[src/rtl/ps2_pkg.sv]
// Shared PS/2 frame constants, byte-0 flag layout, state types and the axis clamp helper
// used by the mouse tracker and its receiver.
package ps2_pkg;

   localparam int FRAME_LEN = 11;
   localparam int DATA_BITS = 8;

   localparam int FLAG_L    = 0;
   localparam int FLAG_R    = 1;
   localparam int FLAG_M    = 2;
   localparam int FLAG_SYNC = 3;
   localparam int FLAG_XS   = 4;
   localparam int FLAG_YS   = 5;
   localparam int FLAG_XO   = 6;
   localparam int FLAG_YO   = 7;

   typedef enum logic [1:0] {RX_IDLE, RX_DATA, RX_PARITY, RX_STOP} rx_state_e;
   typedef enum logic [1:0] {PK_B0, PK_B1, PK_B2, PK_UPDATE} pkt_state_e;

   typedef struct packed {
      logic       y_ovf;
      logic       x_ovf;
      logic       y_sign;
      logic       x_sign;
      logic [2:0] btn;
   } pkt_flags_t;

   function automatic logic [9:0] clamp_axis(input logic signed [10:0] v, input logic [9:0] lim);
      if (v < 0) return '0;
      if (v > $signed({1'b0, lim})) return lim;
      return v[9:0];
   endfunction

endpackage

[src/rtl/ps2_mouse_tracker_if.sv]
// PS/2 line inputs and cursor/button outputs of the mouse tracker.
interface ps2_mouse_tracker_if;
   logic       ps2_clk;
   logic       ps2_data;
   logic [9:0] mouse_x;
   logic [9:0] mouse_y;
   logic [2:0] btn;
   logic       pkt_valid;

   modport master (output ps2_clk, ps2_data, input mouse_x, mouse_y, btn, pkt_valid);
   modport slave  (input ps2_clk, ps2_data, output mouse_x, mouse_y, btn, pkt_valid);
endinterface

[src/rtl/ps2_rx.sv]
// PS/2 receive front end: synchronisers, ps2_clk glitch filter, frame FSM and frame watchdog.
// Parity is enforced only when PS2_PARITY_CHECK_EN is defined.
//
// state     | meaning
// RX_IDLE   | waiting for a start bit (strobe with data low)
// RX_DATA   | shifting in 8 data bits, LSB first
// RX_PARITY | sampling the parity bit
// RX_STOP   | checking the stop bit; emits byte_done_o or byte_err_o
module ps2_rx
   import ps2_pkg::*;
#(
   parameter int FILTER_LEN     = 8,
   parameter int TIMEOUT_CYCLES = 100000
) (
   input  logic       clk,
   input  logic       rst_n,
   input  logic       ps2_clk_i,
   input  logic       ps2_data_i,
   output logic [7:0] data_o,
   output logic       byte_done_o,
   output logic       byte_err_o
);
   localparam int FW = $clog2(FILTER_LEN + 1);
   localparam int TW = $clog2(TIMEOUT_CYCLES + 1);
   localparam int CW = $clog2(FRAME_LEN);

   logic [1:0]    clk_sync_q, data_sync_q;
   logic          filt_q, strobe_q;
   logic [FW-1:0] filt_cnt_q;
   rx_state_e     state_q, state_d;
   logic [CW-1:0] bit_cnt_q, bit_cnt_d;
   logic [7:0]    shift_q, shift_d;
   logic [TW-1:0] wd_q, wd_d;
   logic          din, parity_ok;

   assign din    = data_sync_q[1];
   assign data_o = shift_q;

`ifdef PS2_PARITY_CHECK_EN
   logic par_q, par_d;
   assign parity_ok = ^{shift_q, par_q};
`else
   assign parity_ok = 1'b1;
`endif

   // The filter counts down while the synced level disagrees; a full run of agreeing samples flips it.
   always_ff @(posedge clk or negedge rst_n) begin
      if (!rst_n) begin
         clk_sync_q  <= 2'b11;
         data_sync_q <= 2'b11;
         filt_q      <= 1'b1;
         filt_cnt_q  <= FW'(FILTER_LEN - 1);
         strobe_q    <= 1'b0;
      end else begin
         clk_sync_q  <= {clk_sync_q[0], ps2_clk_i};
         data_sync_q <= {data_sync_q[0], ps2_data_i};
         strobe_q    <= 1'b0;
         if (clk_sync_q[1] == filt_q) begin
            filt_cnt_q <= FW'(FILTER_LEN - 1);
         end else if (filt_cnt_q == '0) begin
            filt_q     <= clk_sync_q[1];
            filt_cnt_q <= FW'(FILTER_LEN - 1);
            strobe_q   <= filt_q;
         end else begin
            filt_cnt_q <= filt_cnt_q - 1'b1;
         end
      end
   end

   always_ff @(posedge clk or negedge rst_n) begin
      if (!rst_n) begin
         state_q   <= RX_IDLE;
         bit_cnt_q <= '0;
         shift_q   <= '0;
         wd_q      <= TW'(TIMEOUT_CYCLES - 1);
`ifdef PS2_PARITY_CHECK_EN
         par_q     <= 1'b0;
`endif
      end else begin
         state_q   <= state_d;
         bit_cnt_q <= bit_cnt_d;
         shift_q   <= shift_d;
         wd_q      <= wd_d;
`ifdef PS2_PARITY_CHECK_EN
         par_q     <= par_d;
`endif
      end
   end

   always_comb begin
      state_d     = state_q;
      bit_cnt_d   = bit_cnt_q;
      shift_d     = shift_q;
      wd_d        = wd_q;
      byte_done_o = 1'b0;
      byte_err_o  = 1'b0;
`ifdef PS2_PARITY_CHECK_EN
      par_d       = par_q;
`endif
      if (state_q == RX_IDLE || strobe_q) begin
         wd_d = TW'(TIMEOUT_CYCLES - 1);
      end else if (wd_q == '0) begin
         state_d = RX_IDLE;
      end else begin
         wd_d = wd_q - 1'b1;
      end

      if (strobe_q) begin
         case (state_q)
            RX_IDLE: begin
               if (!din) begin
                  state_d   = RX_DATA;
                  bit_cnt_d = '0;
               end
            end
            RX_DATA: begin
               shift_d = {din, shift_q[7:1]};
               if (bit_cnt_q == CW'(DATA_BITS - 1)) state_d = RX_PARITY;
               else bit_cnt_d = bit_cnt_q + 1'b1;
            end
            RX_PARITY: begin
`ifdef PS2_PARITY_CHECK_EN
               par_d = din;
`endif
               state_d = RX_STOP;
            end
            RX_STOP: begin
               if (din && parity_ok) byte_done_o = 1'b1;
               else byte_err_o = 1'b1;
               state_d = RX_IDLE;
            end
            default: state_d = RX_IDLE;
         endcase
      end
   end

endmodule

[src/rtl/ps2_mouse_tracker.sv]
// PS/2 mouse tracker: assembles 3-byte movement packets and keeps a screen-clamped cursor
// position plus button state. Define PS2_PARITY_CHECK_EN to drop bytes with bad parity.
//
// state     | meaning
// PK_B0     | waiting for a flags byte with bit3 set
// PK_B1     | waiting for the X delta byte
// PK_B2     | waiting for the Y delta byte
// PK_UPDATE | apply deltas, clamp, pulse pkt_valid
module ps2_mouse_tracker
   import ps2_pkg::*;
#(
   parameter int X_MAX          = 639,
   parameter int Y_MAX          = 479,
   parameter int X_INIT         = 320,
   parameter int Y_INIT         = 240,
   parameter int FILTER_LEN     = 8,
   parameter int TIMEOUT_CYCLES = 100000
) (
   input logic                clk,
   input logic                reset,
   ps2_mouse_tracker_if.slave bus
);
   localparam int TW = $clog2(TIMEOUT_CYCLES + 1);

   logic [7:0]        rx_data;
   logic              rx_done, rx_err;
   pkt_state_e        pstate_q, pstate_d;
   pkt_flags_t        flags_q, flags_d;
   logic [7:0]        xb_q, xb_d, yb_q, yb_d;
   logic [TW-1:0]     pwd_q, pwd_d;
   logic [9:0]        mouse_x_q, mouse_x_d, mouse_y_q, mouse_y_d;
   logic [2:0]        btn_q, btn_d;
   logic              pkt_valid_q, pkt_valid_d;
   logic signed [8:0] dx, dy;
   logic signed [10:0] nx, ny;

   ps2_rx #(
      .FILTER_LEN     (FILTER_LEN),
      .TIMEOUT_CYCLES (TIMEOUT_CYCLES)
   ) u_rx (
      .clk         (clk),
      .rst_n       (reset),
      .ps2_clk_i   (bus.ps2_clk),
      .ps2_data_i  (bus.ps2_data),
      .data_o      (rx_data),
      .byte_done_o (rx_done),
      .byte_err_o  (rx_err)
   );

   // PS/2 +y is up, screen rows grow downward, hence the subtraction on y.
   assign dx = {flags_q.x_sign, xb_q};
   assign dy = {flags_q.y_sign, yb_q};
   assign nx = $signed({1'b0, mouse_x_q}) + {{2{dx[8]}}, dx};
   assign ny = $signed({1'b0, mouse_y_q}) - {{2{dy[8]}}, dy};

   always_ff @(posedge clk or negedge reset) begin
      if (!reset) begin
         pstate_q    <= PK_B0;
         flags_q     <= '0;
         xb_q        <= '0;
         yb_q        <= '0;
         pwd_q       <= TW'(TIMEOUT_CYCLES - 1);
         mouse_x_q   <= 10'(X_INIT);
         mouse_y_q   <= 10'(Y_INIT);
         btn_q       <= '0;
         pkt_valid_q <= 1'b0;
      end else begin
         pstate_q    <= pstate_d;
         flags_q     <= flags_d;
         xb_q        <= xb_d;
         yb_q        <= yb_d;
         pwd_q       <= pwd_d;
         mouse_x_q   <= mouse_x_d;
         mouse_y_q   <= mouse_y_d;
         btn_q       <= btn_d;
         pkt_valid_q <= pkt_valid_d;
      end
   end

   always_comb begin
      pstate_d    = pstate_q;
      flags_d     = flags_q;
      xb_d        = xb_q;
      yb_d        = yb_q;
      pwd_d       = pwd_q;
      mouse_x_d   = mouse_x_q;
      mouse_y_d   = mouse_y_q;
      btn_d       = btn_q;
      pkt_valid_d = 1'b0;

      if (pstate_q != PK_B1 && pstate_q != PK_B2 || rx_done || rx_err) begin
         pwd_d = TW'(TIMEOUT_CYCLES - 1);
      end else if (pwd_q == '0) begin
         pstate_d = PK_B0;
      end else begin
         pwd_d = pwd_q - 1'b1;
      end

      case (pstate_q)
         PK_B0: begin
            if (rx_done && rx_data[FLAG_SYNC]) begin
               flags_d.y_ovf  = rx_data[FLAG_YO];
               flags_d.x_ovf  = rx_data[FLAG_XO];
               flags_d.y_sign = rx_data[FLAG_YS];
               flags_d.x_sign = rx_data[FLAG_XS];
               flags_d.btn    = {rx_data[FLAG_M], rx_data[FLAG_R], rx_data[FLAG_L]};
               pstate_d       = PK_B1;
            end
         end
         PK_B1: begin
            if (rx_done) begin
               xb_d     = rx_data;
               pstate_d = PK_B2;
            end else if (rx_err) begin
               pstate_d = PK_B0;
            end
         end
         PK_B2: begin
            if (rx_done) begin
               yb_d     = rx_data;
               pstate_d = PK_UPDATE;
            end else if (rx_err) begin
               pstate_d = PK_B0;
            end
         end
         PK_UPDATE: begin
            if (!flags_q.x_ovf) mouse_x_d = clamp_axis(nx, 10'(X_MAX));
            if (!flags_q.y_ovf) mouse_y_d = clamp_axis(ny, 10'(Y_MAX));
            btn_d       = flags_q.btn;
            pkt_valid_d = 1'b1;
            pstate_d    = PK_B0;
         end
         default: pstate_d = PK_B0;
      endcase
   end

   assign bus.mouse_x   = mouse_x_q;
   assign bus.mouse_y   = mouse_y_q;
   assign bus.btn       = btn_q;
   assign bus.pkt_valid = pkt_valid_q;

endmodule

[src/flat_wrapper.sv]
// flat-port wrapper written by rule: the top's interface ports become plain ports
module ps2_mouse_tracker_flat import ps2_pkg::*;
#(
   parameter int X_MAX          = 639,
   parameter int Y_MAX          = 479,
   parameter int X_INIT         = 320,
   parameter int Y_INIT         = 240,
   parameter int FILTER_LEN     = 8,
   parameter int TIMEOUT_CYCLES = 100000
)
  (clk, reset, bus_ps2_clk, bus_ps2_data, bus_mouse_x, bus_mouse_y, bus_btn, bus_pkt_valid);
  ps2_mouse_tracker_if bus_i ();
  input logic clk;
  input logic reset;
  input wire logic [$bits(bus_i.ps2_clk)-1:0] bus_ps2_clk;
  input wire logic [$bits(bus_i.ps2_data)-1:0] bus_ps2_data;
  output wire logic [$bits(bus_i.mouse_x)-1:0] bus_mouse_x;
  output wire logic [$bits(bus_i.mouse_y)-1:0] bus_mouse_y;
  output wire logic [$bits(bus_i.btn)-1:0] bus_btn;
  output wire logic [$bits(bus_i.pkt_valid)-1:0] bus_pkt_valid;
  assign bus_i.ps2_clk = bus_ps2_clk;
  assign bus_i.ps2_data = bus_ps2_data;
  assign bus_mouse_x = bus_i.mouse_x;
  assign bus_mouse_y = bus_i.mouse_y;
  assign bus_btn = bus_i.btn;
  assign bus_pkt_valid = bus_i.pkt_valid;
  ps2_mouse_tracker #(.X_MAX(X_MAX), .Y_MAX(Y_MAX), .X_INIT(X_INIT), .Y_INIT(Y_INIT), .FILTER_LEN(FILTER_LEN), .TIMEOUT_CYCLES(TIMEOUT_CYCLES)) u_core (.clk(clk), .reset(reset), .bus(bus_i));
endmodule
[config.mk]
export PLATFORM = sky130hd
export DESIGN_NAME = ps2_mouse_tracker_flat
export DESIGN_NICKNAME = d
export VERILOG_FILES = /design/src/rtl/ps2_pkg.sv /design/src/rtl/ps2_mouse_tracker_if.sv /design/src/rtl/ps2_rx.sv /design/src/rtl/ps2_mouse_tracker.sv /design/src/flat_wrapper.sv
export SDC_FILE = /design/constraint.sdc
export NUM_CORES = 1
export LEC_CHECK = 0
export ABC_AREA = 1
export BUFFER_PORTS_ARGS = -buffer_cell sky130_fd_sc_hd__buf_2
export CAP_MARGIN = 20
export CORE_UTILIZATION = 48
export DETAILED_ROUTE_END_ITERATION = 7
export HOLD_SLACK_MARGIN = 0.1
export PLACE_DENSITY = 0.64
export SLEW_MARGIN = 20
export SYNTH_ARGS = -nofsm -noshare
export SYNTH_HDL_FRONTEND = slang
export SYNTH_SLANG_ARGS = --single-unit
[constraint.sdc]
create_clock -name clk -period 2.33 [get_ports clk]
set_clock_uncertainty 0.05 [all_clocks]
set_input_delay 0 -clock clk [delete_from_list [all_inputs] [get_ports clk]]
set_output_delay 0 -clock clk [all_outputs]
set_load 0.03 [all_outputs]
==> impl_metrics.yaml <==
die:
  core_area_um2: 12300
  std_cell_rows: 40
  dieArea_um2: 13200
  die_w_um: 115
  chipHeight_um: 115
  start_util_pct: 50.1
  ios: 28
route:
  via_per_inst: 5.15
  wire_per_inst_um: 12.8
  drtIter0Drc: 259
  wl_um: 12400
  drc: 0
  via_count: 4998
  ant_nets: 0
  firstDrtPassIters: 4
clocking:
  clock-sinks: 107
  insertion_delay_ns: 0.35
  ctsRootBufferMaster: "clkbuf_16"
  cts_tree: "yes"
  cts_buffer_depth: 2
  clk_pin_slew_ns: 0.07
  numCtsBuffers: 9
  cts_max_level: 3
yosys:
  syn-instance-count: 757
  synth-async-reset-ratio_pct: 100
  seq_area_frac_synth_pct: 44.3
  synth_cell_types: 48
  syn_area_um2: 6140
  syn_avg_cell_area_um2: 8.11
  synthesis.nets: 792
  synth-edff-count: 0
  synth_flop_cell: "dfrtp_1"
  synth_warnings: 0
  synth-seq-cells: 107
finish:
  antenna_cells: 0
  fin_nets: 832
  area_growth_pct: 12.0
  drive_gt1_share_pct: 18.3
  fillerInstances: 1180
  multi_input_area_um2: 3000
  final_area_um2: 6870
  seqCellArea_um2: 2720
status:
  status: "finished, final reports clean"
sta:
  hold_viol: 0
  worst_pin_slew_ns: 0.727
  finalSetupTns_ns: 0
  finalMaxSlewViolations: 0
  hold_slack_ns: 0.182
  fmax_ghz: 0.454
  setup_viol: 0
  finalCritPeriodShare_pct: 94.4
  slew_headroom_pct: 51.1
  period_needed_ns: 2.20
  rsz0062_at_grt: "no"
global_routing:
  grt_max_degree: 108
  grt_pass1_vias: 4785
  grt.total_usage_pct: 20.6
  use_met1_pct: 26.3
  grt_util_met3_pct: 3.00
  antenna_found_initial: 0
  met2_usage_pct: 35.1
  grt.overflow.total: 0
  grt_pass1_wl_um: 21500
  busiest_layer: "met2"
critical_path:
  crit_path_end_kind: "flip-flop"
  crit_arrival_ns: 2.39
  path_class: "reg2reg"
  crit_fanout: 7
  cp.required_ns: 2.52
  reg2regPathDepth: 11
  regToRegSetupSlack_ns: 0.13
  cp-start-kind: "flip-flop"
power:
  p_seq_share_pct: 52.7
  p_per_area_nw_per_um2: 533
  internal-power_uw: 2900
  combPwrFrac_pct: 3.6
  p_clk_share_pct: 43.7
  ir_drop_mv: 0.404
  switching_share_pct: 20.9
  leakage_uw: 0.00346
  p_switching_uw: 765
  power.total_uw: 3660
worst_hold_path:
  worstHoldPathType: "in2async"
place:
  hpwl_um: 9090
  dpl_cell_area_um2: 6490
  port-buffer-count: 27
  place.gp.congestion: 0.945
run:
  cap_viol_max_count: 0
-- state kept, by name (all words and copies together), names as in the netlist --
name                     flops
u_core.bus.btn               3
u_core.bus.mouse_x          10
u_core.bus.mouse_y          10
u_core.bus.pkt_valid         1
u_core.dx                    1
u_core.dy                    1
u_core.flags_q               5
u_core.pstate_q              2
u_core.pwd_q                17
u_core.u_rx.bit_cnt_q        4
u_core.u_rx.clk_sync_q       2
u_core.u_rx.data_o           8
u_core.u_rx.data_sync_q      2
u_core.u_rx.filt_cnt_q       4
u_core.u_rx.filt_q           1
u_core.u_rx.state_q          2
u_core.u_rx.strobe_q         1
u_core.u_rx.wd_q            17
u_core.xb_q                  8
u_core.yb_q                  8
-- power by group through the flow --
stage	Clock, uW	Combinational [uW]	Sequential, uW
final	1600	130	1930
after CTS	1640	135	1930
after global routing	1710	158	1930
after detailed placement	0	130	1960
after floorplan	0	71.2	1960
after global placement	0	126	1960
-- metal layers --
| layer | wire length, um | share of wire (%) |
|---|---|---|
| met5 | 0 | 0 |
| met1 | 5810 | 47 |
| met4 | 271 | 2.2 |
| met3 | 361 | 2.9 |
| met2 | 5990 | 48 |
-- cell usage after synthesis (9+ instances only) --
master / count / share of area, %
a21oi_1: 29 / 2.4
dfrtp_1: 73 / 30
dfstp_2: 34 / 15
ha_1: 29 / 5.9
inv_1: 102 / 6.2
inv_2: 9 / 0.55
nand2_1: 197 / 12
nand3_1: 37 / 3.0
nand4_1: 14 / 1.4
nor2_1: 59 / 3.6
nor3_1: 12 / 0.98
o21ai_0: 35 / 2.9
o21ai_1: 21 / 1.7
xnor2_1: 11 / 1.6
xor2_1: 10 / 1.4
-- cell type report --
cell class	instances	area share (%)
clock buffer	13	3.49
clock inverter	3	0.983
inverter	113	6.17
multi-input combinational	532	43.7
sequential	107	39.6
tap	168	3.06
timing repair buffer	34	3.06
-- worst max-delay path, stage by stage, from the launching register on --
cell and delay [ns]:
dfstp_2 0.54, ha_1 0.29, a21oi_2 0.20, nor2_1 0.09, nor2_4 0.12, a21oi_2 0.07
o21ai_2 0.27, nand2_1 0.16, nand2_4 0.14, nand2_1 0.06, nand2_1 0.06, nand2_1 0.05
-- per-stage QoR --
step | util (%) | instances | worst slack (ns)
6_report | 56.1 | 970 | 0.130
5_1_grt | 56.1 | 970 | 0.00595
4_1_cts | 55.7 | 969 | 0.0432
3_5_place_dp | 52.9 | 950 | 0.0725
3_3_place_gp | 52.9 | 950 | 0.160
2_1_floorplan | - | 757 | 0.0700
-- cells in the final DEF, fill, tap and decap left out, types with 11 or more instances in the layout --
cell type	synthesis	layout
a21oi_1	29	27
buf_2	4	26
dfrtp_1	73	73
dfstp_2	34	34
ha_1	29	28
inv_1	102	101
nand2_1	197	196
nand3_1	37	36
nand4_1	14	14
nor2_1	59	59
nor3_1	12	12
o21ai_0	35	35
o21ai_1	21	21
xnor2_1	11	11
-- final timing paths --
path | from | to
setup / recovery | u_core.bus.mouse_y[5]$_DFFE_PN1P_ | u_core.bus.mouse_y[2]$_DFFE_PN0P_
hold / removal | reset | u_core.bus.mouse_x[1]$_DFFE_PN0P_
setup reg to reg | u_core.bus.mouse_y[5]$_DFFE_PN1P_ | u_core.bus.mouse_y[2]$_DFFE_PN0P_
hold reg to reg | u_core.u_rx.clk_sync_q[0]$_DFF_PN1_ | u_core.u_rx.clk_sync_q[1]$_DFF_PN1_
max in group asynchronous | reset | u_core.pwd_q[16]$_DFFE_PN1P_
min in group clk | bus_ps2_clk | u_core.u_rx.clk_sync_q[0]$_DFF_PN1_
-- timing repair --
item                                    4_1_cts  5_1_grt
gates resized for setup                       0       10
hold buffers                                  3        0
buffers inserted                              0        0
endpoints found under the hold margin       109        0
endpoints found under the setup margin        0       14
-- logic make-up (layout without fill, tap and decap cells) --
group / after synthesis / in the layout / share of synthesized area (%)
buffers and inverters: 119 / 163 / 7.54
DFF: 107 / 107 / 44.3
adders and majority gates: 31 / 31 / 6.56
AOI/OAI and AO/OA: 115 / 116 / 11.1
xor gates and xnor gates: 22 / 22 / 3.26
and+or+nand+nor: 363 / 363 / 27.2
(Power assumes the default switching activity.)
